<file path="src/rtl/cfg_master.sv">
// Register-bus initiator: buffers read/write commands in a FIFO, issues each
// as a single-cycle strobe, waits for read data with a timeout, returns ordered responses.
module cfg_master #(
   parameter int AW      = 32,
   parameter int DW      = 32,
   parameter int DEPTH   = 4,
   parameter int TIMEOUT = 16
) (
   input  logic          clk,
   input  logic          rstn,
   input  logic          cmd_vld,
   output logic          cmd_rdy,
   input  logic          cmd_wr,
   input  logic [AW-1:0] cmd_addr,
   input  logic [DW-1:0] cmd_wdata,
   output logic          rsp_vld,
   input  logic          rsp_rdy,
   output logic [DW-1:0] rsp_data,
   output logic          rsp_err,
   output logic          rsp_wr,
   output logic [AW-1:0] addr,
   output logic [DW-1:0] wdata,
   output logic          wr,
   output logic          rd,
   input  logic [DW-1:0] rdata,
   input  logic          rdata_vld,
   output logic          busy
);

   localparam int PW = $clog2(DEPTH);
   localparam int CW = $clog2(TIMEOUT + 1);
   localparam logic [CW-1:0] CNT_LAST = CW'(TIMEOUT - 1);

   typedef struct packed {
      logic          wr;
      logic [AW-1:0] addr;
      logic [DW-1:0] wdata;
   } cmd_t;

   typedef enum logic [1:0] {
      IDLE,
      STROBE,
      WAIT,
      RESP
   } state_t;

   state_t state, state_nxt;

   cmd_t          mem [DEPTH];
   cmd_t          head;
   logic [PW:0]   wp, rp;
   logic          empty, full, push, pop;
   logic          cur_wr;
   logic [CW-1:0] cnt;

   // Extra pointer bit distinguishes full from empty when the indices match.
   assign empty   = (wp == rp);
   assign full    = (wp[PW] != rp[PW]) && (wp[PW-1:0] == rp[PW-1:0]);
   assign cmd_rdy = rstn && !full;
   assign push    = cmd_vld && cmd_rdy;
   assign pop     = (state == IDLE) && !empty;
   assign head    = mem[rp[PW-1:0]];
   assign rsp_vld = (state == RESP);
   assign busy    = !empty || (state != IDLE);

   // NOTE: storage array has no reset; emptiness is defined by the pointers alone.
   always_ff @(posedge clk) begin
      if (push) mem[wp[PW-1:0]] <= '{wr: cmd_wr, addr: cmd_addr, wdata: cmd_wdata};
   end

   // NOTE: all clocked state uses non-blocking assignments so every register
   // samples the pre-edge values of its neighbours.
   always_ff @(posedge clk or negedge rstn) begin
      if (!rstn) begin
         wp <= '0;
         rp <= '0;
      end else begin
         if (push) wp <= wp + 1'b1;
         if (pop)  rp <= rp + 1'b1;
      end
   end

   always_ff @(posedge clk or negedge rstn) begin
      if (!rstn) state <= IDLE;
      else       state <= state_nxt;
   end

   // NOTE: next state defaults to the current state before the case, so no
   // path leaves it unassigned and no latch is inferred.
   always_comb begin
      state_nxt = state;
      case (state)
         IDLE:    if (!empty) state_nxt = STROBE;
         STROBE:  state_nxt = cur_wr ? RESP : WAIT;
         WAIT:    if (rdata_vld || (cnt == CNT_LAST)) state_nxt = RESP;
         RESP:    if (rsp_rdy) state_nxt = IDLE;
         default: state_nxt = IDLE;
      endcase
   end

   always_ff @(posedge clk or negedge rstn) begin
      if (!rstn) begin
         addr     <= '0;
         wdata    <= '0;
         wr       <= 1'b0;
         rd       <= 1'b0;
         cur_wr   <= 1'b0;
         cnt      <= '0;
         rsp_data <= '0;
         rsp_err  <= 1'b0;
         rsp_wr   <= 1'b0;
      end else begin
         // Strobes are one cycle wide: set on the pop, cleared on the next edge.
         wr <= 1'b0;
         rd <= 1'b0;
         case (state)
            IDLE: begin
               if (!empty) begin
                  addr   <= head.addr;
                  wdata  <= head.wdata;
                  wr     <= head.wr;
                  rd     <= !head.wr;
                  cur_wr <= head.wr;
               end
            end
            STROBE: begin
               cnt <= '0;
               if (cur_wr) begin
                  rsp_data <= '0;
                  rsp_err  <= 1'b0;
                  rsp_wr   <= 1'b1;
               end
            end
            WAIT: begin
               if (rdata_vld) begin
                  rsp_data <= rdata;
                  rsp_err  <= 1'b0;
                  rsp_wr   <= 1'b0;
               end else if (cnt == CNT_LAST) begin
                  rsp_data <= '0;
                  rsp_err  <= 1'b1;
                  rsp_wr   <= 1'b0;
               end else begin
                  cnt <= cnt + CW'(1);
               end
            end
            default: ;
         endcase
      end
   end

endmodule

</file>
<file path="config.mk">
export PLATFORM = sky130hd
export DESIGN_NAME = cfg_master
export DESIGN_NICKNAME = d
export VERILOG_FILES = /design/src/rtl/cfg_master.sv
export SDC_FILE = /design/constraint.sdc
export NUM_CORES = 1
export LEC_CHECK = 0
export CAP_MARGIN = 25
export CORE_MARGIN = 2
export CORE_UTILIZATION = 35
export CTS_BUF_LIST = sky130_fd_sc_hd__clkbuf_16
export CTS_CLUSTER_DIAMETER = 100
export DETAILED_ROUTE_END_ITERATION = 6
export MAX_ROUTING_LAYER = met4
export SYNTH_ARGS = -nofsm -noshare
export SYNTH_HDL_FRONTEND = slang
export SYNTH_SLANG_ARGS = --single-unit
</file>
<file path="constraint.sdc">
create_clock -name clk -period 6.9 [get_ports clk]
set_clock_uncertainty 0.05 [all_clocks]
set_input_delay 1.38 -clock clk [delete_from_list [all_inputs] [get_ports clk]]
set_output_delay 1.38 -clock clk [all_outputs]
set_load 0.01 [all_outputs]
</file>
==> impl_metrics.yaml, run 1 <==
placed_design:
  place_congestion: 0.762
  port_buffers: 204
  dp_hpwl_um: 17300
  dpl_cell_area_sq_um: 16800
  pre_cts_ws_ps: 2740
global_routing:
  top_usage_layer: "met2"
  grt_util_met2_pct: 21.9
  grt_pass1_wl_um: 44200
  overflow: 0
  antenna_found_initial: 2
  grt_pass1_vias: 7485
  met3_usage_pct: 3.20
  track_usage_pct: 14.3
  grt_max_degree: 71
  grt_util_met1_pct: 18.9
clocking:
  h-tree-depth: 2
  hold_buffers: 0
  clkLatencyLatePin_ps: 550
  clk_pin_slew_ps: 50
  cts_root_buf: "clkbuf_16"
  clk_path_buf_depth: 3
  cts_tree: "yes"
  cts_resized: 0
  cts_sinks: 374
  cts_buffers: 40
  post-cts-setup-buffers: 0
route:
  drt_iter0_markers: 416
  routed_via_density: 4.71
  ant_nets: 0
  remaining_drc_errors: 0
  num_vias: 7085
  dr.pass1.iters: 4
  avgRoutedWirePerCell_um: 19.0
  finalWirelength_um: 28600
sta:
  period_needed_ps: 4100
  holdWs_ps: 435
  tightestPinTransition_ps: 808
  finalCritPeriodShare_pct: 59.4
  setup_slack_ps: 2800
  max_freq_ghz: 0.244
  tns_ps: 0
  max-slew-margin-rel_pct: 46.1
  hold_violations: 0
  setup_viol: 0
  slew_viol_final: 0
  grt_setup_unrepaired: "no"
synth:
  ys_async_sr_fraction_pct: 30.5
  yosys_warnings: 0
  synthMuxAreaShare_pct: 15.6
  yosysUniqueCellTypes: 40
  syn_inst: 720
  avgSynthCellArea_sq_um: 19.7
  synthTopCellsByCount: "260 x edfxtp_1, 114 x dfrtp_1, 65 x mux4_2"
  ys.flop_type: "edfxtp_1"
  synth_xor_area_share_pct: 0.547
  synth.area.top_cells: "edfxtp_1 55%, dfrtp_1 20%, mux4_2 10%, mux2_2 3.3%, mux2_1 1.9%"
  synth-adder-area-share_pct: 1.06
  syn_area_sq_um: 14200
  synth_top_area_share_pct: 55.1
  synth_compound_area_share_pct: 2.28
  synth_edf_count: 260
  synthSimpleGateAreaFrac_pct: 2.15
  syn_nets: 834
  synth.most_common_cell: "edfxtp_1"
  ys_ff_latch: 374
  synth_top_family_by_area: "multiplexers"
  yosysSeqAreaShare_pct: 75.2
  yosysTopAreaCell: "edfxtp_1"
power:
  switchingPower_w: 0.00229
  cellLeakagePower_nw: 6.40
  p_total_w: 0.00781
  ir_drop_v: 0.000220
  combPwrFrac_pct: 32.6
  intPower_w: 0.00552
  p_clk_share_pct: 25.9
  p_seq_share_pct: 41.4
  p_sw_share_pct: 29.3
  power_density_nw_per_um2: 431
worst_setup_path:
  crit_start: "rstn"
  cp_max_fo: 61
  worstPathArrival_ps: 2670
  crit_type: "in2out"
  reg2reg_from: "rp[1]$_DFFE_PN0P_"
  end_kind: "output pin"
  startpoint_type: "primary input"
  critPathRequiredTime_ps: 5470
floorplan:
  io_pins: 205
  die_x_um: 205
  dieArea_sq_um: 42100
  fp-row-count: 73
  die_h_um: 205
  start_util_pct: 35.6
  core_sq_um: 39800
cells_and_area:
  layout.nets: 1057
  fillers: 3440
  final_area_sq_um: 18100
  synthToLayoutAreaGrowth_pct: 27.8
  drive_above_1_share_pct: 18.6
hold_path:
  hold_start: "wdata[17]$_DFFE_PN0P_"
  hp-class: "reg2reg"
run:
  max_cap_violations: 0
status:
  status: "completed"
-- kinds of logic (layout without fill, tap and decap cells) --
| group | after synthesis | count (layout) |
|---|---|---|
| buffers and inverters | 78 | 333 |
| XOR/XNOR | 8 | 8 |
| multiplexers | 132 | 132 |
| adder cells (fa/ha/maj) | 12 | 12 |
| AND/OR/NAND/NOR | 61 | 61 |
| other | 0 | 3 |
| AO/OA/AOI/OAI | 55 | 55 |
| flip-flops | 374 | 374 |
-- registers in the layout (all words and copies together) (netlist names) --
name      count
addr         32
cnt           5
cur_wr        1
mem         260
rd            1
rp            3
rsp_data     32
rsp_err       1
rsp_wr        1
state         2
wdata        32
wp            3
wr            1
-- layer usage --
| metal | part of all wire [%] | vias to the layer above |
|---|---|---|
| met5 | 0 | - |
| met2 | 46 | 188 |
| met3 | 6.1 | 45 |
| met4 | 2.3 | 0 |
| li1 | - | 3246 |
| met1 | 45 | 3606 |
-- worst max-delay path, stage by stage --
cell and delay, ps:
buf_6 430, inv_1 80, a31oi_1 160, clkdlybuf4s50_1 580
-- metrics by stage --
stage | utilization (%) | instances
final | 45.5 | 1503
after CTS | 45.4 | 1498
after detailed placement | 42.2 | 1424
after global placement | 41.9 | 1419
after floorplan | - | 720
after global routing | 45.5 | 1502
-- final timing paths --
check	endpoint	slack, ps	cells past startpoint
setup / recovery	cmd_rdy	2800	4
min in group asynchronous	rsp_data[23]$_DFFE_PN0P_	770	1
hold / removal	wdata[17]$_DFFE_PN0P_	440	1
hold reg to reg	wdata[17]$_DFFE_PN0P_	440	1
setup reg to reg	mem[3][52]$_DFFE_PP_	3950	4
max in group asynchronous	addr[26]$_DFFE_PN0P_	4770	2
-- layout make-up --
cell class	count	area (sq um)	area share, %
antenna	3	7.51	0.0414
inverter	43	161	0.890
timing repair buffer	216	2270	12.5
clock inverter	32	205	1.13
clock buffer	42	1050	5.80
multi-input combinational	268	3100	17.1
sequential	374	10700	58.8
tap	525	657	3.62
-- cells in the final DEF, fill, tap and decap left out, drive strengths merged --
master         count
a41o               1
nand4              2
o22ai              2
a21o               1
clkinv            15
and2               5
o21ai             38
inv               55
bufinv             2
mux2              65
diode              3
ha                12
a22o               3
mux2i              2
xnor2              5
nand3             36
nor2               5
nor3b              1
edfxtp           260
mux4              65
nand2b             1
o311ai             1
a211oi             1
clkinvlp           3
a31oi              2
buf               13
a31o               2
xor2               3
nand2              8
nor2b              2
and3               1
a21oi              3
dfrtp            114
clkdlybuf4s50    203
clkbuf            42
a32o               1
-- power groups by stage --
stage                     registers, W  clock network [W]  logic (W)
final                          0.00323            0.00203    0.00255
after global routing           0.00330            0.00218    0.00278
after CTS                      0.00325            0.00209    0.00257
after detailed placement       0.00329                  0    0.00256
after global placement         0.00334                  0    0.00244
after floorplan                0.00331                  0    0.00152
Power figures use the tool's default switching activity.
==> run 2, diff against run 1 <==
clock period = 3.8 ns   (was 6.9 ns; I/O delays follow)
==> impl_metrics.yaml, run 2 (synthesis results as in run 1) <==
status:
  status: "completed"
clocking:
  clk_path_buf_depth: 3
  clkLatencyLatePin_ps: 530
  cts_root_buf: "clkbuf_16"
  cts_tree: "yes"
  h-tree-depth: 2
  clk_pin_slew_ps: 60
  hold_buffers: 0
  post-cts-setup-buffers: 0
  cts_sinks: 374
  cts_buffers: 40
  cts_resized: 0
worst_setup_path:
  worstPathArrival_ps: 2200
  crit_start: "rp[1]$_DFFE_PN0P_"
  startpoint_type: "flip-flop"
  end_kind: "output pin"
  r2r_slack_ps: 1340
  cp_max_fo: 4
  cp-endpoint: "busy"
  critPathRequiredTime_ps: 2990
  reg2reg_from: "cnt[0]$_DFFE_PN0P_"
  worst-r2r-cell-count: 8
  rr_endpoint: "rsp_data[25]$_DFFE_PN0P_"
  crit_type: "reg2out"
power:
  power_density_nw_per_um2: 779
  ir_drop_v: 0.000356
  combPwrFrac_pct: 33.3
  switchingPower_w: 0.00411
  p_clk_share_pct: 26.1
  p_sw_share_pct: 29.1
  intPower_w: 0.0100
  cellLeakagePower_nw: 6.39
  p_seq_share_pct: 40.6
global_routing:
  grt_util_met2_pct: 21.7
  antenna_found_initial: 2
  top_usage_layer: "met2"
  track_usage_pct: 13.9
  grt_pass1_wl_um: 42900
  overflow: 0
  grt_util_met1_pct: 18.3
  grt_pass1_vias: 7410
  met3_usage_pct: 3.07
  grt_max_degree: 68
sta:
  max-slew-margin-rel_pct: 31.9
  grt_setup_unrepaired: "no"
  tns_ps: 0
  setup_slack_ps: 793
  tightestPinTransition_ps: 1020
  period_needed_ps: 3010
  setup_viol: 0
  finalCritPeriodShare_pct: 79.1
  max_freq_ghz: 0.333
  slew_viol_final: 0
  hold_violations: 0
  holdWs_ps: 70.9
floorplan:
  start_util_pct: 35.6
  die_x_um: 205
  io_pins: 205
  fp-row-count: 73
  dieArea_sq_um: 42100
  core_sq_um: 39800
  die_h_um: 205
route:
  drt_iter0_markers: 428
  avgRoutedWirePerCell_um: 18.9
  dr.pass1.iters: 4
  num_vias: 7090
  remaining_drc_errors: 0
  ant_nets: 0
  routed_via_density: 4.72
  finalWirelength_um: 28400
cells_and_area:
  drive_above_1_share_pct: 19.0
  synthToLayoutAreaGrowth_pct: 27.9
  final_common_cell: "edfxtp_1"
  largest_register_ff_count: 260
  final_area_sq_um: 18100
  layout.nets: 1060
  layout_common_cells: "260 x edfxtp_1, 203 x clkdlybuf4s50_1, 112 x dfrtp_1"
placed_design:
  dpl_cell_area_sq_um: 16900
  dp_hpwl_um: 17300
  pre_cts_ws_ps: 840
  place_congestion: 0.779
  port_buffers: 204
run:
  max_cap_violations: 0
hold_path:
  hp-class: "in2async"
## run 2: cell count changes in the layout (fill, tap and decap cells not counted)
cell,before,now
buf_12,0,9
buf_4,5,6
clkinv_2,3,2
clkinv_4,1,0
diode_2,3,2
clkinvlp_4,3,5
inv_1,55,52
clkbuf_16,42,43
buf_16,7,0
## run 2: worst max-delay path: stages, from the launching register on
cell	delay [ps]
dfrtp_4	470
xnor2_1	370
nand4_1	250
clkdlybuf4s50_1	580
## run 2: layer usage
metal	wire (um)	vias to the layer above
met1	12800	3608
met2	13400	181
met3	1620	41
met4	538	0
met5	0	-
li1	-	3260
## run 2: cell type report
type	instances	area [sq um]
fill	3471	21700
sequential	374	10700
multi-input combinational	268	3100
timing repair buffer	219	2270
clock buffer	43	1080
tap	525	657
clock inverter	29	195
inverter	43	161
antenna	2	5.00
## run 2: worst min path at each step
stage / to / cells after the start / from / slack (ps)
CTS: wdata[27]$_DFFE_PN0P_ / 1 / rstn / 60
global placement: wdata[22]$_DFFE_PN0P_ / 1 / wdata[22]$_DFFE_PN0P_ / 420
finish: wdata[27]$_DFFE_PN0P_ / 1 / rstn / 70
global route: wdata[26]$_DFFE_PN0P_ / 1 / rstn / 70
floorplan: addr[0]$_DFFE_PN0P_ / 0 / rstn / 410
detailed placement: wdata[22]$_DFFE_PN0P_ / 1 / wdata[22]$_DFFE_PN0P_ / 430
## run 2: stage by stage
stage	cells	total power [W]	util [%]
after floorplan	720	0.00876	-
after global placement	1429	0.0106	42.3
after detailed placement	1429	0.0107	42.3
after CTS	1501	0.0144	45.5
after global routing	1503	0.0150	45.5
final	1503	0.0141	45.5
## run 2: power by group through the flow
stage / Clock, W / Sequential [W] / Combinational (W)
after global routing: 0.00398 / 0.00584 / 0.00514
final: 0.00369 / 0.00573 / 0.00470
after global placement: 0 / 0.00581 / 0.00478
after detailed placement: 0 / 0.00583 / 0.00483
after CTS: 0.00381 / 0.00576 / 0.00484
after floorplan: 0 / 0.00600 / 0.00276
==> run 3, diff against run 2 <==
clock period = 3.15 ns   (was 3.8 ns; I/O delays follow)
==> impl_metrics.yaml, run 3 (synthesis results as in run 1) <==
status:
  status: "completed"
floorplan:
  dieArea_sq_um: 42100
  fp-row-count: 73
  die_h_um: 205
  die_x_um: 205
  core_sq_um: 39800
  start_util_pct: 35.6
  io_pins: 205
clocking:
  clk_path_buf_depth: 3
  cts_root_buf: "clkbuf_16"
  h-tree-depth: 2
  clkLatencyLatePin_ps: 550
  clk_pin_slew_ps: 60
  cts_tree: "yes"
  cts_resized: 0
  cts_sinks: 374
  cts_buffers: 40
  post-cts-setup-buffers: 0
  hold_buffers: 0
sta:
  grt_setup_unrepaired: "no"
  max-slew-margin-rel_pct: 52.7
  slew_viol_final: 0
  setup_viol: 0
  tns_ps: 0
  finalCritPeriodShare_pct: 92.1
  period_needed_ps: 2900
  tightestPinTransition_ps: 710
  hold_violations: 0
  max_freq_ghz: 0.345
global_routing:
  grt_max_degree: 68
  antenna_found_initial: 4
  overflow: 0
  track_usage_pct: 14.6
  grt_pass1_wl_um: 44900
  grt_pass1_vias: 7730
hold_path:
  hp-class: "in2async"
worst_setup_path:
  crit_type: "reg2out"
  r2r_slack_ps: 870
  worst-r2r-cell-count: 8
  crit_family: "buffers and inverters"
  crit_chain: "xnor2_1 -> nand4_1 -> clkdlybuf4s50_1"
  critPathMaxStageDelay_ps: 580
  slowest_stage: "clkdlybuf4s50_1"
  worstPathArrival_ps: 2220
  critPathRequiredTime_ps: 2470
  startpoint_type: "flip-flop"
  crit_cells: 3
  cp_max_fo: 4
  end_kind: "output pin"
  crit_buf_inv: 1
placed_design:
  port_buffers: 204
  dp_hpwl_um: 18600
  place_congestion: 0.740
route:
  ant_nets: 0
  num_vias: 7174
  routed_via_density: 4.74
  remaining_drc_errors: 0
  drt_iter0_markers: 451
  finalWirelength_um: 29200
  dr.pass1.iters: 4
  avgRoutedWirePerCell_um: 19.3
cells_and_area:
  layout.nets: 1068
  final_common_cell: "edfxtp_1"
  layout_common_cells: "260 x edfxtp_1, 203 x clkdlybuf4s50_1, 112 x dfrtp_1"
  drive_above_1_share_pct: 20.0
  largest_register_ff_count: 260
  synthToLayoutAreaGrowth_pct: 28.9
run:
  max_cap_violations: 0
power:
  p_total_w: 0.0173
  cellLeakagePower_nw: 6.45
  power_density_nw_per_um2: 948
  ir_drop_v: 0.000587
-- run 3: worst paths after layout --
check                                      start                  endpoint
hold / removal                              rstn         wp[0]$_DFFE_PN0N_
hold reg to reg            wdata[21]$_DFFE_PN0P_     wdata[21]$_DFFE_PN0P_
setup / recovery               rp[1]$_DFFE_PN0P_                      busy
setup reg to reg              cnt[0]$_DFFE_PN0P_  rsp_data[13]$_DFFE_PN0P_
min in group clk           wdata[21]$_DFFE_PN0P_     wdata[21]$_DFFE_PN0P_
max in group asynchronous                   rstn     wdata[25]$_DFFE_PN0P_
-- run 3: layer usage --
layer / part of all wire (%) / global-route usage [%] / up-vias / wire length [um]
li1: - / - / 3273 / -
met1: 43 / 18.5 / 3654 / 12700
met2: 48 / 23.6 / 197 / 14100
met3: 6.0 / 3.33 / 50 / 1750
met4: 2.3 / 4.78 / 0 / 673
met5: 0 / - / - / 0
-- run 3: final cells by class --
| cell class | count | area (sq um) |
|---|---|---|
| diodes | 4 | 10.0 |
| clock buffers | 41 | 1030 |
| clock inverters | 30 | 267 |
| fillers | 3454 | 21500 |
| inverters | 43 | 161 |
| multi-input cells | 268 | 3100 |
| flip-flops and latches | 374 | 10700 |
| well taps | 525 | 657 |
| repair buffers | 227 | 2390 |
-- run 3: stage by stage --
step	hold slack (ps)	setup slack [ps]	util [%]	instance area [sq um]	instances
6_report	77.6	249	45.9	18300	1512
3_3_place_gp	424	488	42.6	16900	1436
3_5_place_dp	431	491	42.6	16900	1436
2_1_floorplan	284	111	-	14200	720
5_1_grt	109	33.6	45.9	18300	1512
4_1_cts	68.3	181	45.8	18200	1507
-- run 3: power breakdown --
part,switching (W),internal (W)
Combinational,0.00266,0.00312
Sequential,0.000501,0.00643
Clock,0.00190,0.00271
Total,0.00507,0.0123
-- run 3: worst register-to-register path: stages, from the launching register on --
cell and delay (ps):
dfrtp_1 410, ha_1 240, and3_1 190, ha_1 220
nor2_1 470, a211oi_4 140, buf_12 220, nand3_1 130
o21ai_1 80
